===== src/rtl/note_sequencer.sv =====
// note_sequencer: step-table note player feeding a variable clock divider.
// Each step lasts tempo_div+1 cycles; period_out carries the stored divisor
// (0 = rest) and gate marks the sounding part of the step.
// Build option: define SEQ_LOOP_EN to loop the pattern forever; otherwise
// playback stops after last_step and pulses done.
//
// state  | meaning
// -------+-----------------------------------------------------------
// S_IDLE | not playing; outputs parked (period_out=0, gate=0)
// S_PLAY | stepping through the table, one step per tempo_div+1 cycles
module note_sequencer #(
  parameter int STEPS   = 8,
  parameter int TEMPO_W = 16,
  localparam int AW     = $clog2(STEPS)
) (
  input  logic               clk,
  input  logic               rst_n,
  input  logic               start,
  input  logic               stop,
  input  logic [TEMPO_W-1:0] tempo_div,
  input  logic [AW-1:0]      last_step,
  input  logic               wr_en,
  input  logic [AW-1:0]      wr_addr,
  input  logic [9:0]         wr_data,
  output logic [9:0]         period_out,
  output logic               gate,
  output logic [AW-1:0]      step_idx,
  output logic               step_strobe,
  output logic               busy,
  output logic               done
);

  typedef enum logic {S_IDLE, S_PLAY} state_t;

  state_t             state_q;
  logic [AW-1:0]      step_q;
  logic [TEMPO_W-1:0] cnt_q;
  logic [9:0]         period_q;
  logic               strobe_q;
  logic               done_q;
  logic               armed_q;
  logic [9:0]         table_q [STEPS];
  logic [AW-1:0]      step_inc;

  assign step_inc = step_q + 1'b1;

  // Step table: written on any wr_en cycle, cleared by reset.
  always_ff @(posedge clk or negedge rst_n) begin
    if (!rst_n) begin
      for (int i = 0; i < STEPS; i++) table_q[i] <= '0;
    end else if (wr_en) begin
      table_q[wr_addr] <= wr_data;
    end
  end

  // Playback FSM; period_out is only reloaded at step entry so table
  // writes to the sounding step wait for its next visit.
  always_ff @(posedge clk or negedge rst_n) begin
    if (!rst_n) begin
      state_q  <= S_IDLE;
      step_q   <= '0;
      cnt_q    <= '0;
      period_q <= '0;
      strobe_q <= 1'b0;
      done_q   <= 1'b0;
      armed_q  <= 1'b0;
    end else begin
      // start is only honoured once an edge has passed with reset released
      armed_q  <= 1'b1;
      strobe_q <= 1'b0;
      done_q   <= 1'b0;
      if (stop) begin
        if (state_q == S_PLAY) begin
          state_q  <= S_IDLE;
          step_q   <= '0;
          cnt_q    <= '0;
          period_q <= '0;
        end
      end else if (start && armed_q) begin
        state_q  <= S_PLAY;
        step_q   <= '0;
        cnt_q    <= '0;
        period_q <= table_q[0];
        strobe_q <= 1'b1;
      end else if (state_q == S_PLAY) begin
        if (cnt_q >= tempo_div) begin
          cnt_q <= '0;
          if (step_q >= last_step) begin
`ifdef SEQ_LOOP_EN
            step_q   <= '0;
            period_q <= table_q[0];
            strobe_q <= 1'b1;
`else
            state_q  <= S_IDLE;
            step_q   <= '0;
            period_q <= '0;
            done_q   <= 1'b1;
`endif
          end else begin
            step_q   <= step_inc;
            period_q <= table_q[step_inc];
            strobe_q <= 1'b1;
          end
        end else begin
          cnt_q <= cnt_q + 1'b1;
        end
      end
    end
  end

  // Gate drops on the final cycle of each step to articulate repeated notes;
  // with tempo_div=0 there is no room for a gap, so the note stays on.
  assign gate = (state_q == S_PLAY) && (period_q != '0) &&
                ((tempo_div == '0) || (cnt_q < tempo_div));

  assign period_out  = period_q;
  assign step_idx    = step_q;
  assign step_strobe = strobe_q;
  assign busy        = (state_q == S_PLAY);
`ifdef SEQ_LOOP_EN
  assign done        = 1'b0;
`else
  assign done        = done_q;
`endif

endmodule


===== config.mk =====
export PLATFORM = sky130hd
export DESIGN_NAME = note_sequencer
export DESIGN_NICKNAME = d
export VERILOG_FILES = /design/src/rtl/note_sequencer.sv
export SDC_FILE = /design/constraint.sdc
export NUM_CORES = 1
export LEC_CHECK = 0
export ABC_AREA = 0
export BUFFER_PORTS_ARGS = -buffer_cell sky130_fd_sc_hd__buf_2
export CORE_MARGIN = 3
export CORE_UTILIZATION = 55
export CTS_BUF_LIST = sky130_fd_sc_hd__clkbuf_2
export DETAILED_ROUTE_END_ITERATION = 10
export PLACE_DENSITY = 0.75
export SLEW_MARGIN = 20
export SYNTH_ARGS = -nofsm -noshare
export SYNTH_HDL_FRONTEND = slang
export SYNTH_SLANG_ARGS = --single-unit
export TNS_END_PERCENT = 5

===== constraint.sdc =====
create_clock -name clk -period 6.2 [get_ports clk]
set_input_delay 1.24 -clock clk [delete_from_list [all_inputs] [get_ports clk]]
set_output_delay 1.24 -clock clk [all_outputs]
set_load 0.01 [all_outputs]

======== Word-level counts from Yosys, hierarchy flattened ========
Cells that the tools add are included.
word-level totals
  bits in writable memories ............... 0
  register bits ........................... 113
  bits in latches ......................... 0
  logic and storage cells ................. 74
  memory bits (read-only) ................. 0
  memories kept ........................... 0
cells by class
  reductions and logical operators ........ 11
  add/subtract/negate cells ............... 2
  muxes and demuxes ....................... 37
  multiply operators ...................... 0
  $lt $le $gt $ge ......................... 6
  bitwise gates (word level) .............. 2
  shift operators ......................... 0
  eq/ne operators ......................... 1
  div/mod/pow operators ................... 0
operators with widths
  kind                     count
  $mux W10                 9
  $bwmux W80               1
  $mux W16                 5
  $bmux W10 S3             1
  $demux W10 S3            1
  $mux W3                  6
  $add A16 B1 Y16 const B  1
  $ge A16 B16 Y1           1
  $logic_not A16 Y1        1
  $lt A16 B16 Y1           1
  $mux W1                  14
  $reduce_bool A10 Y1      1
  $ge A4 B4 Y1 const B     2
  $not A3 Y4               2
  $logic_and A1 B1 Y1      4
  $lt A4 B1 Y1 const B     1
  $add A3 B1 Y3 const B    1
  $ge A3 B3 Y1             1
  $reduce_and A3 Y1        1
  $reduce_bool A3 Y1       1
  $ne A2 B1 Y1 const B     1
  $reduce_and A2 Y1        1
  $reduce_bool A2 Y1       1
  $logic_or A1 B1 Y1       1

======== Longest topological paths before layout ========
Gate-level depths: netlist of run 1.
  depth in word-level cells ............... 10
  depth in mapped cells ................... 12

======== Worst setup path after synthesis of run 1 ========
No wires, ideal clock.
  path kind ............................... input port to output port
  from .................................... input port tempo_div[13]
  to ...................................... output port gate
  arrival time ............................ 2856 ps
  stages .................................. 7
  path slack .............................. 2104 ps
  required time ........................... 4960 ps
  path through ............................ inv_1 > ha_1 > nand4_2 > or4_4 > o211a_1 > clkbuf_1 > o211a_1
between the ends
  cells in the longest elaborated chain, start to end .. 3
  elaborated cells on any way between the ends .. 4
ends and longest elaborated chain
  element                                                     line  RTL
  start: declaration                                          20    input logic [TEMPO_W-1:0] tempo_div,
  $lt A16 B16 Y1 / $logic_not A16 Y1 (equally long branches)  114   ((tempo_div == '0) || (cnt_q < tempo_div));
  $logic_or A1 B1 Y1 (*)                                      114
  $logic_and A1 B1 Y1 (*)                                     113   assign gate = (state_q == S_PLAY) && (period_q != '0) &&
  end: declaration                                            26    output logic gate,
Every way passes the cells marked *; elsewhere a longest branch is shown, timed or not.

======== Worst setup path after layout of run 1 ========
Ends and elaborated chain as after synthesis.

==> out/qor.yml, run 1 <==
outcome:
  outcome: "finished, final reports clean"
power:
  p_leak_nw: 2.946
  swShare_pct: 30.15
  seq_power_share_pct: 45.7
  switchingPower_mw: 0.6497
  p_clk_share_pct: 24.8
  p_comb_share_pct: 29.5
  ir_drop_mv: 0.1826
  intPower_mw: 1.505
  finalPower_mw: 2.155
  power.density_nw_per_um2: 336.5
finish:
  antenna_cells: 0
  drive_above_1_share_pct: 39.96
  mostFrequentLayoutCell: "dfrtp_1"
  nets: 563
  layout_common_cells: "dfrtp_1 (113), mux2_2 (86), buf_2 (52)"
  area_growth_pct: 11.38
  fillCellCount: 784
  fin_util_pct: 64.33
timing:
  tightestPinTransition_ns: 0.8794
  max_slew_margin_pct: 41.24
  fin_crit_sh_pct: 69.59
  report.final.setup_viol: 0
  drv_slew: 0
  fin_skew_ns: 0.02758
  final.min_clock_period_ns: 4.315
  hold_violations: 0
  grt_setup_unrepaired: "false"
  tns_ns: 0
  fmax_ghz: 0.2318
yosys:
  yosysTopAreaCell: "dfrtp_1"
  syn_nets: 502
  synthCells: 444
  synth_edf_count: 0
  avgSynthCellArea_um2: 12.95
  ys_ff_latch: 113
  synthTopCellsByArea: "dfrtp_1 (49%), mux2_2 (17%), mux4_2 (7.8%)"
  async_flop_share_pct: 100.0
  yosysTopAreaCellShare_pct: 49.18
  synth_top_flop_cell: "dfrtp_1"
  synth-warning-count: 0
  ys_seq_area_share_pct: 49.18
  syn_area_um2: 5749
  synth_cell_types: 45
routing:
  drc: 0
  drt_iter0_drc: 186
  via_per_inst: 5.790
  via_count: 3769
  routed_wl_mm: 12.05
  wl_per_cell_um: 18.51
  antenna_left: 0
  dr.pass1.iters: 5
floorplanning:
  die_w_um: 108.2
  num_rows: 36
  top_level_ports: 54
  start_util_pct: 57.76
  dieHeight_um: 108.2
  design.core.area_um2: 9955
  fp.dieArea_um2: 11720
clock_network:
  cts_tree: "built"
  insertion_delay_ns: 0.67
  cts_buffer_depth: 2
  cts_resized: 0
  clkSlewWorstSetupHoldPaths_ns: 0.15
  cts.sinks: 113
  cts_made_buffers: 17
  htree_num_levels: 4
  post_cts.repair.setup_buffers: 0
  holdBufCountCts: 0
  root_buffer: "clkbuf_2"
worst_setup_path:
  r2r-end: "period_out[2]"
  r2r-start: "cnt_q[7]"
  r2r_slack_ns: 2.91
  cp-startpoint: "tempo_div[13]"
  r2r_cells: 7
  cp_max_fo: 8
  cp.required_ns: 4.96
  path_class: "in -> out"
  cp-start-kind: "input pin"
  end_kind: "primary output"
  critPathArrivalTime_ns: 3.07
global_routing:
  grt_use_total_pct: 22.60
  grt_pass1_vias: 3935
  grt_max_degree: 63
  grt_overflow_total: 0
  grt_pass1_wl_mm: 19.71
  antenna_found_initial: 0
placed_design:
  portBuffers: 53
  hpwl_mm: 7.954
  gp_congestion: 0.7677
min_path:
  holdPathEnd: "table_q[11]"
  hold_path.class: "reg -> reg"
  worstHoldStart: "table_q[11]"
  hold_depth: 1
job:
  cap_violations: 0
[critical path, cell delays in order]
cell and delay [ns]:
buf_2 0.09, inv_1 0.04, ha_1 0.30, nand4_2 0.14
or4_4 0.54, o211a_1 0.33, o211a_1 0.24, buf_2 0.14
[layout make-up]
type | count | area [um^2] | area share, %
flip-flops and latches | 113 | 2828 | 44.16
multi-input cells | 288 | 2729 | 42.61
repair buffers | 61 | 327.8 | 5.119
clock inverters | 13 | 167.7 | 2.618
well taps | 133 | 166.4 | 2.599
clock buffers | 19 | 95.09 | 1.485
inverters | 24 | 90.09 | 1.407
[worst max-delay path by stage]
stage / end / slack [ns]
after floorplan: gate / 2.10
after global placement: gate / 1.92
after detailed placement: gate / 1.89
after CTS: gate / 1.88
after global routing: gate / 1.78
final: gate / 1.89
[cells in the mapped netlist, drive strengths merged (2+ instances only)]
master  instances
dfrtp         113
mux2           93
nand2          27
inv            24
ha             21
mux4           20
nor2           17
o21ai          15
clkbuf         12
xor2           12
a21oi          11
mux2i          10
nand4           8
buf             7
nor4            6
nand3           5
nor3            5
and3            4
nand2b          4
and4            3
nand4b          3
a31oi           2
and2            2
nand3b          2
nor3b           2
o211a           2
o22ai           2
or3             2
[stage by stage]
stage | worst slack, ns | cells | cell area [um^2] | hold slack, ns
2_1_floorplan | 2.104 | 444 | 5749 | 0.4740
3_3_place_gp | 1.919 | 619 | 6141 | 0.4818
3_5_place_dp | 1.891 | 619 | 6141 | 0.4879
4_1_cts | 1.877 | 651 | 6404 | 0.5222
5_1_grt | 1.784 | 651 | 6404 | 0.5332
6_report | 1.885 | 651 | 6404 | 0.5224
[power by group through the flow]
stage	clock network, mW	logic, mW	registers, mW
6_report	0.534	0.636	0.985
5_1_grt	0.581	0.693	1.00
4_1_cts	0.547	0.643	0.983
3_5_place_dp	0	0.638	0.996
3_3_place_gp	0	0.623	0.985
2_1_floorplan	0	0.465	0.978
[state kept, by name (all words and copies together) (netlist names)]
register     flops
armed_q          1
step_idx         3
table_q         80
done             1
step_strobe      1
busy             1
cnt_q           16
period_out      10
[cell families after synthesis]
family | Yosys count | synth area share, %
muxes | 123 | 28.25
DFF | 113 | 49.18
and+or+nand+nor | 93 | 8.705
buffers and inverters | 43 | 3.351
AOI/OAI and AO/OA | 37 | 3.896
adders and majority gates | 21 | 4.570
xor gates and xnor gates | 13 | 1.980
other | 1 | 0.06523
[metal layers]
| metal | wire (um) | vias to the layer above | track usage (%) |
|---|---|---|---|
| met5 | 0 | - | 0 |
| met1 | 5228 | 1915 | 27.95 |
| met2 | 6065 | 93 | 38.54 |
| li1 | - | 1738 | - |
| met3 | 524 | 23 | 5.134 |
| met4 | 235 | 0 | 9.197 |
Note: power is estimated with default switching activity, not from simulation.
==> inputs of run 2 (changes only) <==
Settings changed: PLACE_DENSITY 0.75 to 0.78.
Clock period 6.2 ns to 3.9 ns, I/O delays scaled along.
==> run 2 against run 1 <==
Against the previous run: power increased by 61%; routed wire length decreased by 2.7%; critical path depth shrank 2; worst setup slack worse by 1.6 ns; core utilization is 0.48 points higher; first-iteration DRC count is 14% lower; hold slack worse by 0.34 ns; cell count increased by 0.31%; clock skew fell by 0.0059 ns; die area unchanged; combinational power rose by 59%.
==> out/qor.yml, run 2 (synthesis results as in run 1) <==
worst_setup_path:
  end_kind: "primary output"  # unchanged
  r2r_cells: 7  # unchanged
  cp.required_ns: 3.12  # was 4.96 ns
  r2r-end: "period_out[3]"  # was period_out[2]
  slowest_stage: "or4_4"  # unchanged
  cp_max_fo: 8  # unchanged
  cp-start-kind: "register"  # was input pin
  crit_family: "simple AND/OR/NAND/NOR gates"  # unchanged
  r2r_slack_ns: 0.83  # was 2.91 ns
  cpPeakStageDelay_ns: 0.54  # about the same
  path_cells: "ha_1 > nand4_2 > or4_4 > o211a_1 > o211a_1 > buf_2"  # was buf_2 > inv_1 > ha_1 > nand4_2 > or4_4 > o211a_1 > o211a_1 > buf_2
  worst_path_most_repeated_cell: "o211a_1"
  worst-path-buf-inv: 1  # was 3
  r2r-start: "cnt_q[13]"  # was cnt_q[7]
  critPathArrivalTime_ns: 2.86  # was 3.07 ns
  path_class: "reg -> out"  # was in -> out
timing:
  report.final.setup_viol: 0  # unchanged
  grt_setup_unrepaired: "false"  # unchanged
  fmax_ghz: 0.2745
  hold_violations: 0  # unchanged
  max_slew_margin_pct: 47.05  # was 41.24%
  tns_ns: 0  # unchanged
  final.min_clock_period_ns: 3.642
  tightestPinTransition_ns: 0.7901  # was 0.8794 ns
  fin_crit_sh_pct: 93.40
  drv_slew: 0  # unchanged
  fin_skew_ns: 0.02173  # was 0.02758 ns
placed_design:
  gp_congestion: 0.8604  # was 0.7677
  hpwl_mm: 8.012  # was 7.954 mm
  portBuffers: 53  # unchanged
finish:
  largest_reg_flops: 80  # unchanged
  layout_common_cells: "dfrtp_1 (113), mux2_2 (86), buf_2 (52)"  # unchanged
  fillCellCount: 768  # was 784
  mostFrequentLayoutCell: "dfrtp_1"  # unchanged
  area_growth_pct: 12.21  # was 11.38%
  top_register: "table_q"  # unchanged
  nets: 565  # was 563
  drive_above_1_share_pct: 40.96  # was 39.96%
  antenna_cells: 0  # unchanged
routing:
  drc: 0  # unchanged
  antenna_left: 0  # unchanged
  via_per_inst: 5.723  # was 5.790
  routed_wl_mm: 11.72  # was 12.05 mm
  drt_iter0_drc: 160  # was 186
  wl_per_cell_um: 17.95  # was 18.51 um
  via_count: 3737  # was 3769
  dr.pass1.iters: 6  # was 5
floorplanning:
  fp.dieArea_um2: 11720  # unchanged
  num_rows: 36  # unchanged
  design.core.area_um2: 9955  # unchanged
  top_level_ports: 54  # unchanged
  die_w_um: 108.2  # unchanged
  start_util_pct: 57.76  # unchanged
  dieHeight_um: 108.2  # unchanged
global_routing:
  grt_pass1_wl_mm: 19.41  # was 19.71 mm
  antenna_found_initial: 0  # unchanged
  grt_max_degree: 90  # was 63
  grt_use_total_pct: 21.60  # was 22.60%
  grt_overflow_total: 0  # unchanged
  grt_pass1_vias: 3883  # was 3935
power:
  p_leak_nw: 2.962  # was 2.946 nW
  power.density_nw_per_um2: 538.8  # was 336.5 nW/um^2
  finalPower_mw: 3.476  # was 2.155 mW
  ir_drop_mv: 0.3518  # was 0.1826 mV
clock_network:
  cts.sinks: 113  # unchanged
  cts_made_buffers: 17  # unchanged
  htree_num_levels: 4  # unchanged
  cts_resized: 0  # unchanged
  insertion_delay_ns: 0.62  # was 0.67 ns
  holdBufCountCts: 0  # unchanged
  post_cts.repair.setup_buffers: 0  # unchanged
  root_buffer: "clkbuf_2"  # unchanged
  cts_tree: "built"  # unchanged
  clkSlewWorstSetupHoldPaths_ns: 0.18  # was 0.15 ns
  cts_buffer_depth: 2  # unchanged
outcome:
  outcome: "finished, final reports clean"  # unchanged
job:
  cap_violations: 0  # unchanged
min_path:
  hold_path.class: "in -> async"  # was reg -> reg
[run 2: power by group]
part / leakage, nW / internal, mW / switching, mW
clock network: 0.154 / 0.428 / 0.474
registers: 1.41 / 1.41 / 0.158
logic: 1.40 / 0.571 / 0.438
total: 2.96 / 2.41 / 1.07
[run 2: layer usage]
metal  wire length, um  up-vias  track usage (%)
li1                  -     1750                -
met1              5346     1884            29.45
met2              5726       96            35.12
met3               584        7            6.090
met4                66        0            4.328
met5                 0        -                0
[run 2: final cells by class]
class	count	area, um^2	share of cell area [%]
repair buffers	63	346.6	5.372
multi-input cells	288	2729	42.30
clock inverters	15	206.4	3.200
flip-flops and latches	113	2828	43.83
clock buffers	17	85.08	1.319
well taps	133	166.4	2.580
inverters	24	90.09	1.396
[run 2: stage by stage]
stage               hold slack, ns  cells  util, %  setup WS, ns  instance area (um^2)
finish                      0.1845    653    64.81        0.2575                  6451
global route                0.1561    653    64.81       0.07907                  6451
CTS                         0.3364    653    64.77        0.2084                  6447
detailed placement          0.4883    621    61.84        0.4299                  6156
global placement            0.4828    621    61.84        0.4981                  6156
floorplan                   0.4740    444        -        0.6870                  5749
[run 2: how the worst max path moves through the flow]
stage,from,end,cells past startpoint
finish,cnt_q[13],gate,6
global route,cnt_q[13],gate,6
CTS,cnt_q[13],gate,6
detailed placement,tempo_div[13],period_out[3],9
global placement,tempo_div[13],period_out[0],9
floorplan,tempo_div[13],period_out[6],10
[run 2: worst register-to-register path: stages (launching register included)]
cell and delay (ns):
dfrtp_1 0.48, ha_1 0.35, nand4_2 0.15, or4_4 0.54, or3_4 0.39, and2_4 0.17
a21oi_4 0.47, mux2_2 0.41
